==> src/rtl/mips_pkg.sv <==
// Shared types and constants for the MIPS pipeline control slice.
package mips_pkg;

    typedef enum logic [1:0] {
        IDLE   = 2'd0,
        RUN    = 2'd1,
        MULDIV = 2'd2
    } state_t;

    localparam logic [4:0] REG_ZERO       = 5'd0;
    localparam int         MULDIV_LAT_DEF = 4;

endpackage

==> src/rtl/sat_counter.sv <==
// Saturating event counter: counts inc cycles, holds at all-ones, synchronous clear.
// Update visible one cycle after the event.
module sat_counter #(
    parameter int W = 32
) (
    input  logic         clk,
    input  logic         rst,
    input  logic         inc,
    output logic [W-1:0] count
);

    logic [W-1:0] count_q;
    logic [W-1:0] count_d;

    always_comb begin
        count_d = count_q;
        if (inc && (count_q != {W{1'b1}})) begin
            count_d = count_q + 1'b1;
        end
    end

    always_ff @(posedge clk) begin
        if (rst) begin
            count_q <= '0;
        end else begin
            count_q <= count_d;
        end
    end

    assign count = count_q;

endmodule

==> src/rtl/pipeline_ctrl.sv <==
// Hazard/sequencing controller: start-up gating, load-use bubbles, branch flush, mult/div hold.
// Control outputs are combinational from state and inputs; stall/flush counters lag one cycle.
module pipeline_ctrl
    import mips_pkg::*;
#(
    parameter int MULDIV_LAT = MULDIV_LAT_DEF,
    parameter int CNT_W      = 32
) (
    input  logic             clk,
    input  logic             rst,
    input  logic             start,
    input  logic             IDEX_MemRead_i,
    input  logic [4:0]       IDEX_Rt_i,
    input  logic [4:0]       IFID_Rs_i,
    input  logic [4:0]       IFID_Rt_i,
    input  logic             ID_muldiv_i,
    input  logic             Branch_taken_i,
    output logic             PCwr_o,
    output logic             IFIDwr_o,
    output logic             nope_o,
    output logic             Flush_o,
    output logic             busy_o,
    output logic [CNT_W-1:0] stall_cnt_o,
    output logic [CNT_W-1:0] flush_cnt_o
);

    // The issuing cycle counts toward occupancy, so MULDIV runs LAT-1 cycles.
    localparam logic [3:0] MD_LOAD = (MULDIV_LAT > 1) ? 4'(MULDIV_LAT - 2) : 4'd0;

    state_t     state_q, state_d;
    logic [3:0] rem_q, rem_d;
    logic       hz;
    logic       stall_inc;

    assign hz = IDEX_MemRead_i && (IDEX_Rt_i != REG_ZERO) &&
                ((IDEX_Rt_i == IFID_Rs_i) || (IDEX_Rt_i == IFID_Rt_i));

    always_comb begin
        state_d   = state_q;
        rem_d     = rem_q;
        PCwr_o    = 1'b0;
        IFIDwr_o  = 1'b0;
        nope_o    = 1'b1;
        Flush_o   = 1'b0;
        busy_o    = 1'b0;
        stall_inc = 1'b0;
        unique case (state_q)
            IDLE: begin
                if (start) state_d = RUN;
            end
            RUN: begin
                if (!start) state_d = IDLE;
                if (hz) begin
                    stall_inc = 1'b1;
                end else begin
                    PCwr_o   = 1'b1;
                    IFIDwr_o = 1'b1;
                    nope_o   = 1'b0;
                    Flush_o  = Branch_taken_i;
                    // A mult/div already issued into EX must finish even if start drops.
                    if (ID_muldiv_i && (MULDIV_LAT > 1)) begin
                        rem_d   = MD_LOAD;
                        state_d = MULDIV;
                    end
                end
            end
            MULDIV: begin
                busy_o    = 1'b1;
                stall_inc = 1'b1;
                if (rem_q == 4'd0) begin
                    state_d = start ? RUN : IDLE;
                end else begin
                    rem_d = rem_q - 4'd1;
                end
            end
            default: state_d = IDLE;
        endcase
    end

    always_ff @(posedge clk) begin
        if (rst) begin
            state_q <= IDLE;
            rem_q   <= 4'd0;
        end else begin
            state_q <= state_d;
            rem_q   <= rem_d;
        end
    end

    sat_counter #(.W(CNT_W)) u_stall_cnt (
        .clk   (clk),
        .rst   (rst),
        .inc   (stall_inc),
        .count (stall_cnt_o)
    );

    sat_counter #(.W(CNT_W)) u_flush_cnt (
        .clk   (clk),
        .rst   (rst),
        .inc   (Flush_o),
        .count (flush_cnt_o)
    );

endmodule

==> config.mk <==
export PLATFORM = sky130hd
export DESIGN_NAME = pipeline_ctrl
export DESIGN_NICKNAME = d
export VERILOG_FILES = /design/src/rtl/mips_pkg.sv /design/src/rtl/sat_counter.sv /design/src/rtl/pipeline_ctrl.sv
export SDC_FILE = /design/constraint.sdc
export NUM_CORES = 1
export LEC_CHECK = 0
export ABC_AREA = 1
export CAP_MARGIN = 30
export CORE_UTILIZATION = 50
export DETAILED_ROUTE_END_ITERATION = 10
export GPL_ROUTABILITY_DRIVEN = 0
export HOLD_SLACK_MARGIN = 0.08
export PLACE_DENSITY = 0.77
export SKIP_CTS_REPAIR_TIMING = 1
export SYNTH_ARGS = -nofsm -noshare
export SYNTH_HDL_FRONTEND = slang
export SYNTH_SLANG_ARGS = --single-unit
==> constraint.sdc <==
create_clock -name clk -period 2.8 [get_ports clk]
set_clock_uncertainty 0.15 [all_clocks]
set_input_delay 0.56 -clock clk [delete_from_list [all_inputs] [get_ports clk]]
set_output_delay 0.56 -clock clk [all_outputs]
set_load 0.01 [all_outputs]
# Yosys cells after proc, flatten, opt, wreduce, memory -nomap -nowiden
# Cells that the tools add are included.
# op_classes
addsub,3
eq_ne,11
muxes,19
reduce_logical,11
# ops
operator,count
$add 32x1->32 const B,2
$ne 32x32->1 const B,2
$mux 4,3
$eq 5x5->1,2
$mux 2,5
$ne 2x2->1 const B,5
$mux 1,8
$pmux 4 s2,1
$pmux 2 s3,1
$reduce_bool 5->1,1
$logic_and 1x1->1,4
$logic_not 4->1,1
$reduce_and 4->1,1
$sub 4x1->4 const B,1
$eq 2x1->1 const B,1
$eq 2x2->1 const B,1
$logic_not 2->1,1
$pmux 1 s2,1
$reduce_and 2->1,1
$reduce_bool 2->1,1
$logic_or 1x1->1,1
# word_totals
regBits,70
wordCells,48
output_inout_bits,69
input_bits,21

# Depth between registers and ports, before layout
# Gate-level depths: netlist of run 1.
# depth
word_depth,6
depth_mapped,13
mapped_depth_nobuf,12

# By module
# Synthesis of run 1 repeated with hierarchy kept, for this count alone.
# unflattened
cells_unflattened,764
hier_area_um2,4799.6
# by_module_without_submodules
mod,seq_area_each_um2,area_each_um2,cells_each,n_inst
sat_counter,640.6,2062.0,324,2
pipeline_ctrl,120.1,675.6,116,1

# Worst setup path before layout of run 1
# No wires, ideal clock.
# synth_path
path_kind,input-to-output
start,input port IDEX_Rt_i[1]
end,output port Flush_o
path_buffers,1
t_required_ns,2.090
t_arrival_ns,1.443
path_stages,8
setup_slack_ns,0.647
path_cell_list,inv_1 nand4_1 o21ai_0 inv_1 nand2_2 nand3_1 inv_2 buf_2
# synth_between
elab_chain_cells,5
elab_cells_between_ends,8
classes_between,eq/ne (2); mux (2); reduce/logical (4)
# synth_lines
element,line_no,rtl
from (decl),pipeline_ctrl.sv:13,"input logic [4:0] IDEX_Rt_i,"
$eq 5x5->1 or $reduce_bool 5->1 (tied branches),"pipeline_ctrl.sv:36, pipeline_ctrl.sv:35",
$logic_or 1x1->1 or $logic_and 1x1->1 (tied branches),"pipeline_ctrl.sv:36, pipeline_ctrl.sv:35",
$logic_and 1x1->1 (*),pipeline_ctrl.sv:35,assign hz = IDEX_MemRead_i && (IDEX_Rt_i != REG_ZERO) &&
$mux 1 (*),pipeline_ctrl.sv:53,if (hz) begin
$mux 1 (*),pipeline_ctrl.sv:47,unique case (state_q)
to (decl),pipeline_ctrl.sv:21,"output logic Flush_o,"
# Every way passes the cells marked *; elsewhere a longest branch is shown, timed or not.

# Final worst setup path of run 1
# Same ends and word-level chain as after synthesis.

==> flow_summary_export.csv, run 1 <==
group,metric,value,unit
run_status,run_status,"finished clean",
timing,final-max-slew-violation-count,0,
setup_path,path_buf_inv,4,
routing,initialDrtViolationCount,237,
die,rows,35,
setup_path,setup.reg_to_reg.worst_slack,380,ps
routing,finalWirelength,13100,um
timing,final_worst_hold_slack,339,ps
die,floorplan.io_pins,90,
clocking,clock_tree.buffer_depth,2,
die,fp.dieArea,0.00983,mm^2
cells_and_area,insertedDiodeCount,0,
clocking,numCtsBuffers,9,
clocking,clock_latency,340,ps
setup_path,worst_r2r_startpoint,"u_stall_cnt.count[0]$_SDFFE_PP0P_",
global_route,overflow_left_after_global_routing,0,
setup_path,critical_path.slowest_cell,"sky130_fd_sc_hd__clkdlybuf4s50_1",
die,floorplan.initialDensity,51.3,%
routing,antenna_violating_nets_post_route,0,
setup_path,r2r-end,"u_stall_cnt.count[1]$_SDFFE_PP0P_",
setup_path,element_type_at_the_critical_path_end,"primary output",
global_route,gr-usage-all-layers,27.3,%
routing,post_drt_wl_per_cell,13.9,um
power_and_ir_drop,total_power,2.17,mW
clocking,cts_h_tree_depth,3,
global_route,grt_start_max_net_pins,61,
global_route,grt_pass1_wl,21900,um
global_route,via_count_of_the_first_global_routing_pass,4833,
timing,grt_setup_unrepaired,"false",
logic_synthesis,average_size_of_a_mapped_cell,6.37,um^2
timing,worst_slack,167,ps
die,fp.coreArea,0.00920,mm^2
logic_synthesis,seq_area_frac_synth,29.7,%
clocking,cts.reportedPaths.clkPinSlew,90,ps
power_and_ir_drop,power-per-cell-area,368,mW/mm^2
placement,io_buffers,89,
routing,firstDrtPassIters,6,
cells_and_area,n_fill_cell,856,
die,die-width,99.2,um
global_route,antenna_found_initial,0,
setup_path,crit_path_start_kind,"primary input",
logic_synthesis,synthesis.nets,770,
min_path,whs_path_depth,2,
placement,hpwl,9610,um
min_path,timing.hold.worst.start,"rem_q[1]$_SDFFE_PP0P_",
setup_path,path_class,"in2out",
cells_and_area,finish.net_count,856,
setup_path,number_of_cell_instances_on_the_worst_register_to_register_path,12,
setup_path,cp.arrival,1920,ps
routing,route.vias.total,5050,
timing,timing.final.crit_period,2630,ps
clocking,cts_root_buf,"sky130_fd_sc_hd__clkbuf_8",
cells_and_area,postLayoutCoreUtil,64.3,%
timing,post-route-period-util,94.0,%
logic_synthesis,synthesis.yosys.warnings,0,
min_path,min_delay_worst_endpoint,"rem_q[1]$_SDFFE_PP0P_",
die,floorplan.die.height,99.2,um
setup_path,worst_path_cell_trace,"clkdlybuf4s50_1 > inv_1 > nand2_1 > nand2_1 > nor2_1 > nand3_1 > nand2_2 > nand2_2 > nand3_1 > inv_2 > dlymetal6s2s_1",
clocking,tritoncts,"done",
setup_path,timing.critical_path.slowest_cell_delay,500,ps
timing,tightest_slew,698,ps
timing,report.final.setup_viol,0,
setup_path,critical_path_peak_fanout,3,
logic_synthesis,synth_cells,741,
clocking,numClockSinks,70,
logic_synthesis,yosysUniqueCellTypes,32,
timing,maxSlewHeadroom,53.5,%
power_and_ir_drop,peakVddDrop,0.000351,V
timing,clock.fmax,380,MHz
logic_synthesis,syn_area,0.00472,mm^2
logic_synthesis,ys_ff_latch,70,
setup_path,path_delay_family,"buffers and inverters",
placement,dp.cells,927,
routing,routed_via_density,5.36,
timing,finalHoldViolations,0,
cells_and_area,layout.cells.non_filler,943,
cells_and_area,area_growth,25.3,%
cells_and_area,post_route_cells_drive_above_1_share,8.41,%
job,maxcap_viol_count,0,
placement,placement.setup.worst_slack,-205,ps
routing,total_drc_errors_in_the_routed_layout,0,
min_path,hold_class,"reg2reg",
setup_path,worst-endpoint-required,2090,ps
power_and_ir_drop,p_leak,2.14,nW
[placed cells by master, fill, tap and decap left out, drive strengths merged]
master / count
a21oi: 65
inv: 67
xnor2: 15
and3: 1
nor3b: 1
clkinv: 5
clkbuf: 10
nor2: 101
dfxtp: 70
nor3: 33
o21ai: 9
buf: 11
nand3: 72
nand2: 226
clkdlybuf4s50: 81
nand3b: 1
dlymetal6s2s: 7
nand4: 8
bufinv: 1
xor2: 40
ha: 8
[layer usage]
layer	share of wire [%]	GRT usage, %	vias up
met4	3.4	13.0	0
met5	0	0	-
met3	6.1	4.50	40
met2	49	48.4	194
met1	41	32.3	2284
li1	-	-	2532
[area by class of cell]
type                    count  area, um^2  share of cell area, %
flip-flops and latches     70        1400                   23.7
well taps                 111         139                   2.35
inverters                  67         251                   4.25
clock inverters             6        70.1                   1.18
multi-input cells         580        2940                   49.6
clock buffers              10         138                   2.33
repair buffers             99         978                   16.5
[sequential cells by signal, summed over array words and instances, names as in the netlist]
| signal | flops |
|---|---|
| state_q | 2 |
| u_stall_cnt.count | 32 |
| rem_q | 4 |
| u_flush_cnt.count | 32 |
[power by group]
part / switching, mW / leakage [nW] / internal [mW]
Clock: 0.429 / 0.107 / 0.443
Combinational: 0.181 / 1.47 / 0.106
Sequential: 0.00986 / 0.564 / 1.00
[synthesized netlist by cell type]
library cell / n / share of area [%]
sky130_fd_sc_hd__nand2_2: 13 / 1.7
sky130_fd_sc_hd__inv_2: 7 / 0.56
sky130_fd_sc_hd__nand2_1: 212 / 17
sky130_fd_sc_hd__nor3_1: 30 / 3.2
sky130_fd_sc_hd__o21ai_0: 8 / 0.85
sky130_fd_sc_hd__nor2_2: 3 / 0.40
sky130_fd_sc_hd__o21ai_4: 1 / 0.34
sky130_fd_sc_hd__nor3_2: 2 / 0.42
sky130_fd_sc_hd__nand4_1: 7 / 0.93
sky130_fd_sc_hd__buf_4: 3 / 0.48
sky130_fd_sc_hd__nor3b_1: 1 / 0.16
sky130_fd_sc_hd__dfxtp_1: 70 / 30
sky130_fd_sc_hd__a21oi_2: 10 / 1.9
sky130_fd_sc_hd__nand3_1: 71 / 7.5
sky130_fd_sc_hd__nor2_1: 97 / 7.7
sky130_fd_sc_hd__buf_1: 2 / 0.16
sky130_fd_sc_hd__clkinv_1: 1 / 0.079
sky130_fd_sc_hd__a21oi_1: 55 / 5.8
sky130_fd_sc_hd__nand3_4: 1 / 0.37
sky130_fd_sc_hd__xnor2_1: 15 / 2.8
sky130_fd_sc_hd__inv_1: 59 / 4.7
sky130_fd_sc_hd__nand3b_1: 1 / 0.16
sky130_fd_sc_hd__nand4_4: 1 / 0.45
sky130_fd_sc_hd__nand2_4: 1 / 0.24
sky130_fd_sc_hd__clkbuf_1: 10 / 0.80
sky130_fd_sc_hd__ha_1: 8 / 2.1
sky130_fd_sc_hd__and3_1: 1 / 0.13
sky130_fd_sc_hd__nor2_4: 1 / 0.24
sky130_fd_sc_hd__nor3_4: 1 / 0.34
sky130_fd_sc_hd__buf_6: 4 / 0.95
sky130_fd_sc_hd__xor2_1: 40 / 7.4
sky130_fd_sc_hd__buf_2: 5 / 0.53
[cells by family after synthesis]
kind of cell	count (synthesis)	share of synthesized area (%)
AOI/OAI and AO/OA	74	8.88
xor gates and xnor gates	55	10.2
adders and majority gates	8	2.12
and+or+nand+nor	443	40.9
DFF	70	29.7
buffers and inverters	91	8.24
[metrics by stage]
step           cell area (um^2)  TNS (ps)
6_report                   5910         0
5_1_grt                    5910         0
4_1_cts                    5890      -740
3_5_place_dp               5680      -846
3_3_place_gp               5680      -494
2_1_floorplan              4720         0
[how the worst max path moves through the flow]
stage	from	to	slack, ps	depth (start not counted)
after floorplan	IDEX_Rt_i[1]	Flush_o	650	8
after global placement	IDEX_Rt_i[0]	PCwr_o	-150	8
after detailed placement	IDEX_Rt_i[0]	nope_o	-210	10
after CTS	IDEX_Rt_i[0]	nope_o	-200	10
after global routing	IDEX_Rt_i[1]	Flush_o	70	11
final	IDEX_Rt_i[1]	Flush_o	170	11
[tightest hold or removal path, stage by stage (launching register included)]
cell and delay (ps):
sky130_fd_sc_hd__dfxtp_1 330, sky130_fd_sc_hd__nand2_1 60, sky130_fd_sc_hd__a21oi_1 50
No activity file was read; power rests on OpenSTA's default activity.
==> run 2, diff against run 1 <==
Settings changed: PLACE_DENSITY 0.77 to 0.73.
==> flow_summary_export.csv, run 2 (synthesized netlist as in run 1, its figures left out) <==
group,metric,value,unit
setup_path,crit_path_start_kind,"primary input",
job,maxcap_viol_count,0,
die,floorplan.die.height,99.2,um
global_route,grt_pass1_wl,21600,um
clocking,tritoncts,"done",
routing,route.vias.total,5045,
timing,grt_setup_unrepaired,"false",
placement,io_buffers,89,
cells_and_area,area_growth,25.8,%
timing,tightest_slew,541,ps
clocking,numCtsBuffers,9,
cells_and_area,finish.net_count,857,
cells_and_area,final_cell_mix,"212 x sky130_fd_sc_hd__nand2_1, 97 x sky130_fd_sc_hd__nor2_1, 83 x sky130_fd_sc_hd__clkdlybuf4s50_1, 71 x sky130_fd_sc_hd__nand3_1, 70 x sky130_fd_sc_hd__dfxtp_1",
power_and_ir_drop,sequentialPowerShare,45.9,%
run_status,run_status,"finished clean",
die,die-width,99.2,um
power_and_ir_drop,p_leak,2.13,nW
placement,hpwl,9760,um
setup_path,path_class,"in2out",
cells_and_area,layout.cells.most_common,"sky130_fd_sc_hd__nand2_1",
timing,clock.fmax,379,MHz
setup_path,element_type_at_the_critical_path_end,"primary output",
clocking,cts_root_buf,"sky130_fd_sc_hd__clkbuf_8",
routing,firstDrtPassIters,6,
power_and_ir_drop,pwr-share-comb,13.1,%
routing,routed_via_density,5.35,
timing,report.final.setup_viol,0,
timing,finalHoldViolations,0,
die,floorplan.io_pins,90,
setup_path,critical_path_peak_fanout,3,
timing,maxSlewHeadroom,63.6,%
power_and_ir_drop,netSwitchingPower,577,uW
die,fp.coreArea,0.00920,mm^2
power_and_ir_drop,peakVddDrop,0.000191,V
placement,dp.cells,928,
placement,dpl_cell_area,0.00570,mm^2
clocking,clock_latency,350,ps
power_and_ir_drop,total_power,2.21,mW
timing,timing.final.crit_period,2640,ps
power_and_ir_drop,intPower,1.63,mW
routing,antenna_violating_nets_post_route,0,
global_route,grt_start_max_net_pins,39,
clocking,numClockSinks,70,
power_and_ir_drop,power.clock.fraction,41.1,%
clocking,cts_h_tree_depth,3,
routing,total_drc_errors_in_the_routed_layout,0,
die,floorplan.initialDensity,51.3,%
setup_path,cp.arrival,1930,ps
power_and_ir_drop,power-per-cell-area,372,mW/mm^2
routing,post_drt_wl_per_cell,13.6,um
global_route,via_count_of_the_first_global_routing_pass,4835,
min_path,hold_class,"reg2reg",
setup_path,worst-endpoint-required,2090,ps
cells_and_area,n_fill_cell,889,
power_and_ir_drop,switching_fraction_of_total_power,26.1,%
timing,post-route-period-util,94.3,%
die,fp.dieArea,0.00983,mm^2
die,rows,35,
timing,final_worst_hold_slack,344,ps
cells_and_area,layout.cells.non_filler,943,
cells_and_area,post_route_cells_drive_above_1_share,8.29,%
cells_and_area,layout.cell_area.non_filler,0.00594,mm^2
global_route,gr-usage-all-layers,26.8,%
cells_and_area,insertedDiodeCount,0,
global_route,overflow_left_after_global_routing,0,
cells_and_area,postLayoutCoreUtil,64.6,%
routing,finalWirelength,12800,um
clocking,cts.reportedPaths.clkPinSlew,70,ps
clocking,clock_tree.buffer_depth,2,
global_route,antenna_found_initial,0,
routing,initialDrtViolationCount,232,
timing,final-max-slew-violation-count,0,
==> run 2: cell type report <==
cell class	count	area (um^2)	area share, %
Tap cell	111	139	2.34
Timing Repair Buffer	100	993	16.7
Clock buffer	10	138	2.32
Inverter	67	251	4.23
Clock inverter	5	83.8	1.41
Multi-Input combinational cell	580	2930	49.4
Sequential cell	70	1400	23.6
==> run 2: per-stage QoR <==
step,worst slack [ps],TNS [ps]
after floorplan,647,0
after global placement,-144,-490
after detailed placement,-205,-691
after CTS,-207,-699
after global routing,66.2,0
final,160,0
==> run 2: final timing paths <==
kind                                           from                                  to  slack, ps  depth (start not counted)
hold / removal                rem_q[1]$_SDFFE_PP0P_               rem_q[1]$_SDFFE_PP0P_        340                          2
setup reg to reg  u_stall_cnt.count[0]$_SDFFE_PP0P_  u_stall_cnt.count[19]$_SDFFE_PP0P_        370                         12
hold reg to reg               rem_q[1]$_SDFFE_PP0P_               rem_q[1]$_SDFFE_PP0P_        340                          2
setup / recovery                       IDEX_Rt_i[1]                             Flush_o        160                         11
==> run 2: power by group through the flow <==
stage	logic [mW]	clock network [mW]	registers (mW)
2_1_floorplan	0.185	0	1.04
5_1_grt	0.320	0.972	1.02
3_3_place_gp	0.282	0	1.04
4_1_cts	0.291	0.930	1.01
3_5_place_dp	0.291	0	1.04
6_report	0.289	0.908	1.01
==> run 2: critical path, cell delays in order <==
cell and delay, ps:
sky130_fd_sc_hd__clkdlybuf4s50_1 510, sky130_fd_sc_hd__inv_1 90, sky130_fd_sc_hd__nand2_1 60, sky130_fd_sc_hd__nand2_1 50, sky130_fd_sc_hd__nor2_1 100, sky130_fd_sc_hd__nand3_1 80
sky130_fd_sc_hd__nand2_1 120, sky130_fd_sc_hd__nand2_2 70, sky130_fd_sc_hd__nand3_1 80, sky130_fd_sc_hd__inv_2 40, sky130_fd_sc_hd__dlymetal6s2s_1 160
==> run 2: routing by layer <==
| metal | GRT usage, % | share of wire [%] | up-vias |
|---|---|---|---|
| li1 | - | - | 2533 |
| met1 | 32.0 | 43 | 2308 |
| met2 | 48.3 | 49 | 166 |
| met3 | 4.15 | 5.1 | 38 |
| met4 | 11.0 | 2.9 | 0 |
| met5 | 0 | 0 | - |
